**config.mk**
```make
export PLATFORM = sky130hd
export DESIGN_NAME = traffic_phase_ctrl
export DESIGN_NICKNAME = d
export VERILOG_FILES = /design/src/rtl/traffic_pkg.sv /design/src/rtl/phase_timer.sv /design/src/rtl/traffic_phase_ctrl.sv
export SDC_FILE = /design/constraint.sdc
export NUM_CORES = 1
export LEC_CHECK = 0
export BUFFER_PORTS_ARGS = -buffer_cell sky130_fd_sc_hd__buf_2
export CAP_MARGIN = 20
export CORE_MARGIN = 3
export CORE_UTILIZATION = 36
export DETAILED_ROUTE_END_ITERATION = 7
export PLACE_DENSITY = 0.53
export SKIP_LAST_GASP = 1
export SYNTH_ARGS = -nofsm -noshare
export SYNTH_HDL_FRONTEND = slang
export SYNTH_SLANG_ARGS = --single-unit
```
**constraint.sdc**
```tcl
create_clock -name Clk -period 2.3 [get_ports Clk]
set_input_delay 0.23 -clock Clk [delete_from_list [all_inputs] [get_ports Clk]]
set_output_delay 0.23 -clock Clk [all_outputs]
set_load 0.02 [all_outputs]
```
**src/rtl/traffic_pkg.sv**
```systemverilog
// Shared types and helpers for the intersection phase sequencer.
// Phase order in the enum is the cyclic sequence order.
package traffic_pkg;

  typedef enum logic [2:0] {
    ALLRED_M    = 3'd0,
    MAIN_GREEN  = 3'd1,
    MAIN_YELLOW = 3'd2,
    ALLRED_S    = 3'd3,
    SIDE_GREEN  = 3'd4,
    SIDE_YELLOW = 3'd5
  } phase_e;

  localparam logic [2:0] LIGHT_R = 3'b100;
  localparam logic [2:0] LIGHT_Y = 3'b010;
  localparam logic [2:0] LIGHT_G = 3'b001;

  typedef struct packed {
    logic [2:0] main;
    logic [2:0] side;
  } light_pair_t;

  function automatic light_pair_t light_pair(input phase_e s);
    light_pair_t p;
    p.main = LIGHT_R;
    p.side = LIGHT_R;
    case (s)
      MAIN_GREEN:  p.main = LIGHT_G;
      MAIN_YELLOW: p.main = LIGHT_Y;
      SIDE_GREEN:  p.side = LIGHT_G;
      SIDE_YELLOW: p.side = LIGHT_Y;
      default:     ;
    endcase
    return p;
  endfunction

endpackage

```
**src/rtl/phase_timer.sv**
```systemverilog
// Saturating tick counter: counts enabled ticks up to Tc and holds there.
// Done is high while the count sits at the terminal value.
module phase_timer #(
  parameter int CW = 4
) (
  input  logic          Clk,
  input  logic          Rst,
  input  logic          Clr,
  input  logic          En,
  input  logic [CW-1:0] Tc,
  output logic          Done
);

  logic [CW-1:0] cnt;

  always_ff @(posedge Clk) begin
    if (Rst || Clr)
      cnt <= '0;
    else if (En && (cnt != Tc))
      cnt <= cnt + 1'b1;
  end

  assign Done = (cnt == Tc);

endmodule

```
**src/rtl/traffic_phase_ctrl.sv**
```systemverilog
// Two-way intersection phase sequencer with pedestrian walk on side green.
// State is exposed on State for observation; lights, Walk and PedAck are registered.
module traffic_phase_ctrl
  import traffic_pkg::*;
#(
  parameter int GREEN_T  = 8,
  parameter int YELLOW_T = 2,
  parameter int ALLRED_T = 1,
  parameter int SIDE_T   = 4,
  parameter int WALK_T   = 3,
  parameter int CW       = 4
) (
  input  logic   Clk,
  input  logic   Rst,
  input  logic   En,
  input  logic   SideCar,
  input  logic   PedReq,
  output logic   [0:2] MainLight,
  output logic   [0:2] SideLight,
  output logic   Walk,
  output logic   PedAck,
  output phase_e State
);

  if (GREEN_T < 1 || YELLOW_T < 1 || ALLRED_T < 1 || SIDE_T < 1 || WALK_T < 1 ||
      WALK_T > SIDE_T || CW < 1 || CW > 30 ||
      GREEN_T > (1 << CW) || YELLOW_T > (1 << CW) || ALLRED_T > (1 << CW) ||
      SIDE_T > (1 << CW)) begin : g_param_check
    $error("traffic_phase_ctrl: illegal timing parameters");
  end

  localparam logic [CW-1:0] TC_GREEN  = CW'(GREEN_T - 1);
  localparam logic [CW-1:0] TC_YELLOW = CW'(YELLOW_T - 1);
  localparam logic [CW-1:0] TC_ALLRED = CW'(ALLRED_T - 1);
  localparam logic [CW-1:0] TC_SIDE   = CW'(SIDE_T - 1);
  localparam logic [CW-1:0] TC_WALK   = CW'(WALK_T - 1);

  phase_e        state, state_n;
  logic          pend;
  logic [CW-1:0] tc;
  logic          phase_done, walk_done;
  logic          go, enter_side, walk_n;

  always_comb begin
    tc         = TC_ALLRED;
    state_n    = state;
    go         = 1'b0;
    enter_side = 1'b0;
    walk_n     = Walk;
    case (state)
      MAIN_GREEN:  tc = TC_GREEN;
      MAIN_YELLOW: tc = TC_YELLOW;
      SIDE_GREEN:  tc = TC_SIDE;
      SIDE_YELLOW: tc = TC_YELLOW;
      default:     tc = TC_ALLRED;
    endcase
    // Main green is held, timer saturated, until there is demand for the side.
    go = En && phase_done && ((state != MAIN_GREEN) || SideCar || pend);
    if (go) begin
      case (state)
        ALLRED_M:    state_n = MAIN_GREEN;
        MAIN_GREEN:  state_n = MAIN_YELLOW;
        MAIN_YELLOW: state_n = ALLRED_S;
        ALLRED_S:    state_n = SIDE_GREEN;
        SIDE_GREEN:  state_n = SIDE_YELLOW;
        default:     state_n = ALLRED_M;
      endcase
    end
    enter_side = go && (state == ALLRED_S);
    // A press arriving on the entry edge is served in this phase as well.
    if (enter_side)
      walk_n = pend || PedReq;
    else if (go)
      walk_n = 1'b0;
    else if (Walk && En && walk_done)
      walk_n = 1'b0;
  end

  phase_timer #(.CW(CW)) u_phase_timer (
    .Clk  (Clk),
    .Rst  (Rst),
    .Clr  (go),
    .En   (En),
    .Tc   (tc),
    .Done (phase_done)
  );

  phase_timer #(.CW(CW)) u_walk_timer (
    .Clk  (Clk),
    .Rst  (Rst),
    .Clr  (enter_side),
    .En   (En && Walk),
    .Tc   (TC_WALK),
    .Done (walk_done)
  );

  always_ff @(posedge Clk) begin
    if (Rst) begin
      state     <= ALLRED_M;
      pend      <= 1'b0;
      Walk      <= 1'b0;
      PedAck    <= 1'b0;
      MainLight <= LIGHT_R;
      SideLight <= LIGHT_R;
    end else begin
      state                  <= state_n;
      pend                   <= PedReq || (pend && !enter_side);
      Walk                   <= walk_n;
      PedAck                 <= enter_side && walk_n;
      {MainLight, SideLight} <= light_pair(state_n);
    end
  end

  assign State = state;

endmodule

```
Word-level counts from Yosys, hierarchy flattened --
Cells that the tools add are included.
Storage, ports and cells: bits in registers 20, bits in latches 0, memory bits (writable) 0, memory bits (read-only) 0, input bits 5, output and inout bits 11, word-level logic and storage cells 50, memories 0
Operators by class: add/subtract/negate cells 2, $mul 0, divide/modulo/power cells 0, order comparisons 0, equality and inequality tests 14, shift operators 0, multiplexer cells 8, bitwise operators 0, reduce and logical (&&, ||, !) cells 18
Operators by type and width (number):
- 3-bit case mux with 5 select lines | 1
- 3-bit equality test, second input constant | 4
- 3-bit case mux with 2 select lines | 2
- 3-bit by 2-bit equality test with 1-bit output, second input constant | 3
- 1-bit logical AND | 9
- 3-bit case mux with 3 select lines | 1
- 4-bit by 1-bit adder with 4-bit output, second input constant | 2
- 3-bit by 1-bit equality test with 1-bit output, second input constant | 2
- 1-bit logical OR | 6
- 4-bit by 2-bit equality test with 1-bit output, second input constant | 1
- 4-bit by 3-bit equality test with 1-bit output | 1
- 4-bit by 2-bit != test with 1-bit output, second input constant | 1
- 4-bit by 3-bit != test with 1-bit output | 1
- 3-bit zero test | 1
- 1-bit two-way mux | 3
- 3-bit two-way mux | 1
- 3-bit by 1-bit != test with 1-bit output, second input constant | 1
- 2-bit OR reduction | 1
- 1-bit zero test | 1

Depth between registers and ports, before layout --
depth after elaboration 10, mapped depth 7, mapped depth without buffers 7

Cells and area by module --
Synthesis repeated with hierarchy kept, for this count alone.
Second synthesis, totals: cells, all modules 117, area total of the unflattened synthesis 1051.0 µm²
By module, submodules not included:
- traffic_phase_ctrl | times used 1, cells an instance 65, area each 558.0 µm², seq. area each 240.2 µm²
- phase_timer | times used 2, cells an instance 26, area each 246.5 µm², seq. area each 80.1 µm²

Least setup slack after synthesis --
OpenSTA, ideal clock, no wires.
path type register -> register, start register state[2], in the netlist State[2], end register MainLight[2] (netlist name), setup time 0.103 ns, arrival 1.928 ns, required time 2.197 ns, path slack 0.269 ns, stages on the path, launching flop included 7, buffers on the path 1, clock period less this slack 2.031 ns, path through dfxtp_1 > buf_6 > or2_4 > a211o_1 > a2111oi_4 > nand2b_2 > a2111oi_2
On the way: cells in the longest elaborated chain, start to end 9, elaborated cells between the ends (all ways) 19, those cells by class 9 x eq/ne; 4 x mux; 6 x reduce/logical
Ends and longest elaborated chain:
- from (decl) | line traffic_phase_ctrl.sv:38 | phase_e state, state_n;
- from (signal assigned) | line traffic_phase_ctrl.sv:106 | state <= state_n;
- 3-bit by 2-bit equality test with 1-bit output / 3-bit equality test (equally long branches) | line traffic_phase_ctrl.sv:50, traffic_phase_ctrl.sv:60
- 2-bit OR reduction (no source line)
- 3-bit case mux with 3 select lines | line traffic_phase_ctrl.sv:50 | case (state)
- 4-bit by 3-bit equality test with 1-bit output | line phase_timer.sv:23 | assign Done = (cnt == Tc);
- 1-bit logical AND (2 in a row) | line traffic_phase_ctrl.sv:58 | go = En && phase_done && ((state != MAIN_GREEN) || SideCar || pend);
- 3-bit two-way mux * | line traffic_phase_ctrl.sv:59 | if (go) begin
- 3-bit by 2-bit equality test with 1-bit output / 3-bit by 1-bit equality test with 1-bit output (equally long branches) | line traffic_pkg.sv:27 | case (s)
- 3-bit case mux with 2 select lines * | line traffic_pkg.sv:27
- to (signal assigned) | line traffic_phase_ctrl.sv:110 | {MainLight, SideLight} <= light_pair(state_n);
- to (decl) | line traffic_phase_ctrl.sv:18 | output logic [0:2] MainLight,
Mark *: on every way between the ends. The rest lies on a longest branch, timed or not. A chain may end at the register's enable or synchronous reset.

Final worst setup path --
start register state[0], in the netlist State[0], end register state[0], in the netlist State[0]
On the way: cells in the longest elaborated chain, start to end 7, elaborated cells between the ends (all ways) 16, those cells by class 7 x eq/ne; 3 x mux; 6 x reduce/logical
Ends and longest elaborated chain (line):
- 3-bit by 2-bit equality test with 1-bit output / 3-bit equality test (equally long branches) | traffic_phase_ctrl.sv:50, traffic_phase_ctrl.sv:60
- 2-bit OR reduction (no source line)
- 3-bit case mux with 3 select lines | traffic_phase_ctrl.sv:50
- 4-bit by 3-bit equality test with 1-bit output | phase_timer.sv:23
- 1-bit logical AND (2 in a row) | traffic_phase_ctrl.sv:58
- 3-bit two-way mux * | traffic_phase_ctrl.sv:59
Marks and branches as above.

==> flow_summary.json <==
{
  "cts-root-buf": "clkbuf_4",
  "drt_first_pass_iters": 4,
  "rsz0062_at_grt": "false",
  "reg2reg_from": "State[0]",
  "drt_iter0_drc": 29,
  "antenna_cells": 0,
  "clk_latency_ps": 300,
  "grt_util_all_layers_pct": 13.95,
  "crit_arrival_ps": 2250,
  "crit_path_end_kind": "flip-flop",
  "min_path_type": "in2reg",
  "hold_violations": 0,
  "antenna_found_initial": 0,
  "grt_pass1_vias": 795,
  "synthCells": 111,
  "seq_area_frac_synth_pct": 40.87,
  "max_freq_mhz": 492.8,
  "cts_tree": "built",
  "routed_wl_um": 2075,
  "r2r_slack_ps": 270,
  "wl_per_cell_um": 12.89,
  "worstSetupStartpointType": "flip-flop",
  "status": "complete, no violations",
  "synth_cell_types": 37,
  "areaGrowthSynthToFinish_pct": 16.73,
  "cts_num_sinks": 20,
  "io_pins": 16,
  "tns_ps": 0,
  "nFillCells": 256,
  "fin_cells": 161,
  "drive_gt1_share_pct": 22.90,
  "cp_data_required_time_ps": 2520,
  "htree_levels": 1,
  "p_sw_w": 0.0004509,
  "setup_viol_count_final": 0,
  "portBuffers": 15,
  "via_count": 831,
  "hpwl_um": 1569,
  "grt_pass1_wl_um": 3670,
  "initial_core_util_pct": 38.84,
  "ys_warn_count": 0,
  "dp_slack_ps": 301.1,
  "synth_nets": 119,
  "cts_buffer_depth": 2,
  "hold_depth": 3,
  "whs_ps": 158.5,
  "power_leakage_nw": 0.4473,
  "peakVddDrop_mv": 0.4949,
  "synthFlopType": "dfxtp_1",
  "core_sq_mm": 0.002522,
  "power_frac_comb_pct": 45.6,
  "maxSlewHeadroom_pct": 58.37,
  "vias_per_cell": 5.161,
  "p_clk_share_pct": 17.6,
  "fin_crit_sh_pct": 88.22,
  "synth_area_sq_um": 979.7,
  "async_flop_share_pct": 0,
  "synth_edf_count": 0,
  "critPathKind": "reg2reg",
  "ant_nets": 0,
  "die_y_um": 58.17,
  "netSwitchingFraction_pct": 38.84,
  "max_cap_violations": 0,
  "clkSlewWorstSetupHoldPaths_ps": 120,
  "critPathMaxFanout": 8,
  "power_density_mw_per_mm2": 1015,
  "die_x_um": 58.17,
  "drv_slew": 0,
  "worst_clock_skew_ps": 4.346,
  "crit_start": "State[0]",
  "r2r_end": "State[0]",
  "ys_ff_latch": 20,
  "dieArea_sq_mm": 0.003383,
  "crit_end": "State[0]",
  "cts_buffers": 3,
  "ctsResizeCount": 0,
  "avgSynthCellArea_sq_um": 8.826,
  "place_congestion": 0.7722,
  "fin_ws_ps": 271.0,
  "min_period_ps": 2029,
  "power.internal_w": 0.0007102,
  "dp.cells": 157,
  "nets": 140,
  "ff2ff_path_depth": 5,
  "grt_max_degree": 14,
  "global_route.overflow_total": 0,
  "drc": 0,
  "worstMarginPinSlew_ps": 620.8,
  "power_frac_seq_pct": 36.8,
  "postCtsSetupBuffers": 0,
  "rows": 18,
  "hold_buffers": 0
}
final cells by class:
cell class | instances | area, sq um | share of cell area, %
multi-input cells | 82 | 538.0 | 47.05
flip-flops and latches | 20 | 400.4 | 35.01
repair buffers | 20 | 112.6 | 9.847
inverters | 5 | 18.77 | 1.641
well taps | 30 | 37.54 | 3.282
clock buffers | 4 | 36.28 | 3.173
state kept, by name, summed over array words and instances, names as in the netlist:
signal / count
u_phase_timer.cnt: 4
SideLight: 3
MainLight: 3
PedAck: 1
pend: 1
State: 3
Walk: 1
u_walk_timer.cnt: 4
logic make-up after synthesis:
logic type | after synthesis | share of synthesized area (%)
and+or+nand+nor | 42 | 23.12
AOI/OAI and AO/OA | 33 | 24.39
DFF | 20 | 40.87
buffers and inverters | 9 | 4.215
xor gates and xnor gates | 4 | 3.576
adders and majority gates | 3 | 3.832
synthesized netlist by cell type (2+ instances only):
master    instances  area [sq um]
xnor2_1           4         35.03
nor2_1            7         26.28
inv_1             5         18.77
o21ai_0           6         30.03
nor2b_1           3         18.77
o21ai_1           3         15.01
a211o_1           2         17.52
a21oi_1          10         50.05
nand2_1           8         30.03
or3_1             5         31.28
nand3_1           5         25.02
dfxtp_1          20         400.4
a211oi_1          2         15.01
nor3_1            5         25.02
ha_1              3         37.54
clkbuf_1          2         7.510
worst max-delay path, cell delays in order (launching register included):
cell and delay (ps):
dfxtp_1 360, or2_4 270, a211o_1 310, a2111o_1 500, a211o_1 300, a21oi_1 200
how the worst min path moves through the flow:
stage | from | endpoint | slack (ps)
final | PedReq | pend | 160
after global routing | PedReq | pend | 160
after CTS | PedReq | pend | 150
after detailed placement | pend | pend | 480
after global placement | PedReq | pend | 480
after floorplan | Rst | u_walk_timer.cnt[1] | 320
metal layers:
layer,vias up,track usage [%],part of all wire [%]
li1,441,-,-
met1,376,19.78,50
met2,12,20.65,46
met3,2,2.450,3.4
met4,0,5.960,0.96
met5,-,0,0
through the flow:
stage | power (W) | utilization [%] | instance area, sq um
after floorplan | 0.0008231 | - | 979.7
after global placement | 0.0009609 | 43.90 | 1107
after detailed placement | 0.0009643 | 43.90 | 1107
after CTS | 0.001177 | 45.34 | 1144
after global routing | 0.001254 | 45.34 | 1144
final | 0.001161 | 45.34 | 1144
cell usage in the layout (no fill, tap or decap), types with 2 or more instances in the layout:
master and instances:
a211oi_1 2, buf_2 15, o21ai_1 3, a21oi_1 10, a211o_1 2, inv_1 5, buf_4 5, dfxtp_1 20
nor2b_1 3, or3_1 5, nor3_1 5, xnor2_1 4, nand3_1 5, nor2_1 7, nand2_1 8, ha_1 3
clkbuf_4 3, o21ai_0 6
power groups by stage:
| stage | Combinational [W] | Clock (W) | Sequential (W) |
|---|---|---|---|
| after floorplan | 0.000353 | 0 | 0.000470 |
| after global placement | 0.000529 | 0 | 0.000432 |
| after detailed placement | 0.000529 | 0 | 0.000435 |
| after CTS | 0.000533 | 0.000217 | 0.000427 |
| after global routing | 0.000587 | 0.000233 | 0.000435 |
| final | 0.000530 | 0.000204 | 0.000427 |
(Power assumes the default switching activity.)
